===== config.mk =====
export PLATFORM = sky130hd
export DESIGN_NAME = binary_round_ctrl
export DESIGN_NICKNAME = d
export VERILOG_FILES = /design/src/rtl/binary_round_ctrl.sv
export SDC_FILE = /design/constraint.sdc
export NUM_CORES = 1
export LEC_CHECK = 0
export ABC_CLOCK_PERIOD_IN_PS = 2000
export BUFFER_PORTS_ARGS = -buffer_cell sky130_fd_sc_hd__buf_2
export CAP_MARGIN = 20
export CELL_PAD_IN_SITES_DETAIL_PLACEMENT = 0
export CELL_PAD_IN_SITES_GLOBAL_PLACEMENT = 1
export CORE_UTILIZATION = 36
export DETAILED_ROUTE_END_ITERATION = 8
export PLACE_DENSITY = 0.74
export SETUP_SLACK_MARGIN = 0.1
export SYNTH_ARGS = -nofsm -noshare
export SYNTH_HDL_FRONTEND = slang
export SYNTH_SLANG_ARGS = --single-unit

===== constraint.sdc =====
create_clock -name clk -period 2 [get_ports clk]
set_input_delay 0.4 -clock clk [delete_from_list [all_inputs] [get_ports clk]]
set_output_delay 0.4 -clock clk [all_outputs]
set_load 0.01 [all_outputs]

===== src/rtl/binary_round_ctrl.sv =====
// Round sequencer for BinaryMadness: draws LFSR targets, runs the per-round countdown,
// and judges submissions. The optional streak bonus is enabled by defining STREAK_BONUS_EN.
module binary_round_ctrl #(
  parameter int unsigned WIDTH      = 8,
  parameter int unsigned ROUND_TIME = 10,
  parameter int unsigned LIVES      = 3,
  parameter int unsigned SCORE_W    = 8
) (
  input  logic               clk,
  input  logic               rst,
  input  logic               tick,
  input  logic               start,
  input  logic               submit,
  input  logic [WIDTH-1:0]   sw,
  output logic [WIDTH-1:0]   target,
  output logic [3:0]         time_left,
  output logic [SCORE_W-1:0] score,
  output logic [1:0]         lives,
  output logic               correct_pulse,
  output logic               wrong_pulse,
  output logic               game_over,
  output logic [1:0]         state
);

  typedef enum logic [1:0] {
    IDLE = 2'd0,
    LOAD = 2'd1,
    PLAY = 2'd2,
    OVER = 2'd3
  } state_t;

  localparam logic [3:0]  RT        = 4'(ROUND_TIME);
  localparam logic [1:0]  LV        = 2'(LIVES);
  localparam logic [15:0] LFSR_SEED = 16'hACE1;

  state_t               cur, nxt;
  logic [15:0]          lfsr;
  logic [WIDTH-1:0]     target_n;
  logic [3:0]           time_n;
  logic [SCORE_W-1:0]   score_n;
  logic [1:0]           lives_n;
  logic                 cp_n, wp_n, lose;
  logic [1:0]           inc;
`ifdef STREAK_BONUS_EN
  logic [1:0]           streak, streak_n;
`endif

  function automatic logic [SCORE_W-1:0] sat_add(input logic [SCORE_W-1:0] a,
                                                 input logic [1:0] b);
    logic [SCORE_W:0] s;
    s = {1'b0, a} + {{(SCORE_W-1){1'b0}}, b};
    return s[SCORE_W] ? '1 : s[SCORE_W-1:0];
  endfunction

  assign state = cur;

  always_ff @(posedge clk) begin
    if (rst) begin
      cur           <= IDLE;
      lfsr          <= LFSR_SEED;
      target        <= '0;
      time_left     <= RT;
      score         <= '0;
      lives         <= LV;
      correct_pulse <= 1'b0;
      wrong_pulse   <= 1'b0;
      game_over     <= 1'b0;
`ifdef STREAK_BONUS_EN
      streak        <= '0;
`endif
    end else begin
      cur           <= nxt;
      lfsr          <= {lfsr[14:0], lfsr[15] ^ lfsr[13] ^ lfsr[12] ^ lfsr[10]};
      target        <= target_n;
      time_left     <= time_n;
      score         <= score_n;
      lives         <= lives_n;
      correct_pulse <= cp_n;
      wrong_pulse   <= wp_n;
      game_over     <= (nxt == OVER);
`ifdef STREAK_BONUS_EN
      streak        <= streak_n;
`endif
    end
  end

  always_comb begin
    nxt      = cur;
    target_n = target;
    time_n   = time_left;
    score_n  = score;
    lives_n  = lives;
    cp_n     = 1'b0;
    wp_n     = 1'b0;
    lose     = 1'b0;
`ifdef STREAK_BONUS_EN
    streak_n = streak;
    inc      = (streak == 2'd2) ? 2'd2 : 2'd1;
`else
    inc      = 2'd1;
`endif

    case (cur)
      IDLE, OVER: begin
        if (start) begin
          score_n = '0;
          lives_n = LV;
          nxt     = LOAD;
`ifdef STREAK_BONUS_EN
          streak_n = '0;
`endif
        end
      end
      LOAD: begin
        target_n = (lfsr[WIDTH-1:0] == '0) ? {{(WIDTH-1){1'b0}}, 1'b1} : lfsr[WIDTH-1:0];
        time_n   = RT;
        nxt      = PLAY;
      end
      PLAY: begin
        // submit wins over a coincident tick; that tick is simply lost
        if (submit) begin
          if (sw == target) begin
            cp_n    = 1'b1;
            score_n = sat_add(score, inc);
            nxt     = LOAD;
`ifdef STREAK_BONUS_EN
            streak_n = (streak == 2'd2) ? 2'd0 : streak + 2'd1;
`endif
          end else begin
            lose = 1'b1;
          end
        end else if (tick) begin
          if (time_left > 4'd1) begin
            time_n = time_left - 4'd1;
          end else begin
            time_n = '0;
            lose   = 1'b1;
          end
        end
        if (lose) begin
          wp_n    = 1'b1;
          lives_n = lives - 2'd1;
          nxt     = (lives == 2'd1) ? OVER : LOAD;
`ifdef STREAK_BONUS_EN
          streak_n = '0;
`endif
        end
      end
      default: nxt = IDLE;
    endcase
  end

endmodule


==> reports/qor.yml <==
run_status:
  outcome: "complete, no violations"
drt:
  vias: 1587
  ant_nets: 0
  finalWirelength_um: 4020
  drtPass1Iterations: 4
  drtIter0Drc: 104
  drc: 0
  routed_via_density: 4.94
  wl_per_cell_um: 12.5
min_path:
  hold_class: "in -> reg"
timing:
  rsz0062_at_grt: "yes"
  hold_viol: 0
  finalSetupViolations: 0
  finalMaxSlewViolations: 0
  worst_pin_slew_ns: 0.515
  clock.fmax_ghz: 0.542
  setup_tns_ns: 0
  hold_ws_ns: 0.381
  skew_ns: 0.00526
  min_period_over_period: 0.923
  maxSlewHeadroom: 0.653
  period_minus_slack_ns: 1.85
final_layout:
  nNetsFinal: 272
  fillCellCount: 509
  syn2layout_area_growth_pct: 25.1
  fin_cells: 321
  drive_gt1_frac: 0.319
  n_antenna_cell: 0
run:
  maxCapViolations: 0
grt:
  overflow: 0
  antenna_found_initial: 0
  grt_pass1_wl_um: 6600
  grtUsageMet3: 0.0420
  grt_max_degree: 33
  grtUsageTotal: 0.156
  use_met1: 0.199
  grt_pass1_vias: 1463
  grt_use_met2: 0.261
  grt_busiest_layer: "met2"
pwr:
  ir_drop_mv: 0.493
  leakagePower_uw: 0.00103
  power_density_nw_per_um2: 797
cts:
  cts_made_buffers: 5
  cts_tree: "yes"
  root_buffer: "clkbuf_8"
  cts.sinks: 43
  htree_levels: 2
  clk_path_buf_depth: 2
  hold_buffers: 0
  clock_latency_ns: 0.29
  path_clk_slew_ns: 0.08
yosys:
  synth_nets: 225
  syn_avg_cell_area_um2: 9.13
  synth_top_cell_area_share: 0.457
  synth_top_area_cell: "dfxtp_1"
  ys_ff_latch: 43
  synthDistinctLibCells: 42
  yosys-top-cells-area: "dfxtp_1, mux2i_1, nor2_1, xor2_1, ha_1"
  synth_ff_type: "dfxtp_1"
  async_flop_share: 0
  ys_seq_area_frac: 0.457
  yosys-top-cells-count: "dfxtp_1, nor2_1, inv_1, nand2_1"
  synth_most_common_cell: "dfxtp_1"
  synth_edf_count: 0
  synthCells: 206
  syn_area_um2: 1880
  yosys_warnings: 0
worst_setup_path:
  cp.required_ns: 2.18
  critPathMaxStageDelay_ns: 0.36
  crit_buf_inv: 1
  path_max_fanout: 4
  critical_path.startpoint_type: "flip-flop"
  path_delay_family: "compound AO/OA/AOI/OAI gates"
  cp-end-kind: "flip-flop"
  cp_slowest_cell: "dfxtp_2"
  worstSetupPathType: "reg -> reg"
  cp_cell_sequence: "inv_2, ha_1, or2_4, a31oi_4, mux2_4, a41o_2, and3b_1"
  crit_arrival_ns: 2.03
placed_design:
  hpwl_um: 2990
  place_inst: 311
  port_buffers: 39
  place.gp.congestion: 0.762
floorplan:
  die_y_um: 74.3
  io_pins: 40
  initial_core_util: 0.386
  die_area_um2: 5520
  core-area_um2: 4880
  die_w_um: 74.3
  rows: 25
-- power breakdown --
part	switching [uW]	internal (uW)
sequential	44.4	912
combinational	199	179
clock	294	247
-- through the flow --
| step | instance area [um^2] | power (uW) | util | setup slack [ns] |
|---|---|---|---|---|
| 2_1_floorplan | 1930 | 1230 | - | 0.119 |
| 3_3_place_gp | 2220 | 1350 | 0.455 | 0.0476 |
| 3_5_place_dp | 2220 | 1350 | 0.455 | -0.0153 |
| 4_1_cts | 2320 | 1900 | 0.475 | 0.104 |
| 5_1_grt | 2350 | 1990 | 0.482 | 0.0924 |
| 6_report | 2350 | 1880 | 0.482 | 0.155 |
-- flip-flops by register name, indices dropped and copies added, names as in the netlist --
register       cells
state              2
lfsr              16
time_left          4
score              8
game_over          1
target             8
lives              2
correct_pulse      1
wrong_pulse        1
-- kinds of logic (layout without fill, tap and decap cells) --
logic type,Yosys count,count (layout),synth area share
AND/OR/NAND/NOR,85,85,0.241
flip-flops,43,43,0.457
AO/OA/AOI/OAI,32,32,0.114
buffers and inverters,19,67,0.0419
XOR/XNOR,11,11,0.0512
multiplexers,10,10,0.0545
adder cells (fa/ha/maj),6,6,0.0399
-- layout by cell type, fill, tap and decap left out, types with 3 or more instances in the layout --
| cell | Yosys | routed |
|---|---|---|
| a21oi_1 | 10 | 10 |
| clkbuf_8 | 0 | 5 |
| nor3_1 | 10 | 9 |
| mux2i_1 | 8 | 7 |
| dfxtp_1 | 43 | 40 |
| nand3_1 | 7 | 6 |
| nor2_1 | 21 | 21 |
| buf_4 | 0 | 9 |
| nor2b_1 | 10 | 10 |
| o21ai_0 | 5 | 5 |
| nand2_1 | 11 | 11 |
| and2_1 | 3 | 3 |
| or2_2 | 8 | 7 |
| xor2_1 | 9 | 9 |
| or4_1 | 3 | 3 |
| ha_1 | 6 | 4 |
| inv_1 | 11 | 9 |
| buf_2 | 0 | 39 |
-- layer usage --
metal  vias up  wire [um]
met5         -          0
met4         0         22
met3         2        166
met2        29       1890
met1       748       1940
li1        808          -
-- worst paths after layout --
kind,cells after the start,from,to,slack [ns]
worst min register to register,1,lfsr[14],lfsr[15],0.41
worst max register to register,7,time_left[1],game_over,0.15
worst min-delay path,2,rst,score[1],0.38
worst max-delay path,7,time_left[1],game_over,0.15
-- repair_timing --
| item | CTS | global route |
|---|---|---|
| setup buffers | 1 | 1 |
| hold endpoints to repair | 0 | 0 |
| setup endpoints to repair | 2 | 6 |
| pin swaps | 0 | 6 |
| gates resized for setup | 1 | 7 |
-- layout make-up --
class / count / area (um^2) / share of cell area
Multi-Input combinational cell: 144 / 1010 / 0.429
Clock inverter: 2 / 13.8 / 0.00585
Tap cell: 67 / 83.8 / 0.0356
Clock buffer: 6 / 72.6 / 0.0308
Sequential cell: 43 / 870 / 0.369
Inverter: 11 / 41.3 / 0.0175
Timing Repair Buffer: 48 / 263 / 0.112
No activity file was read; power rests on OpenSTA's default activity.
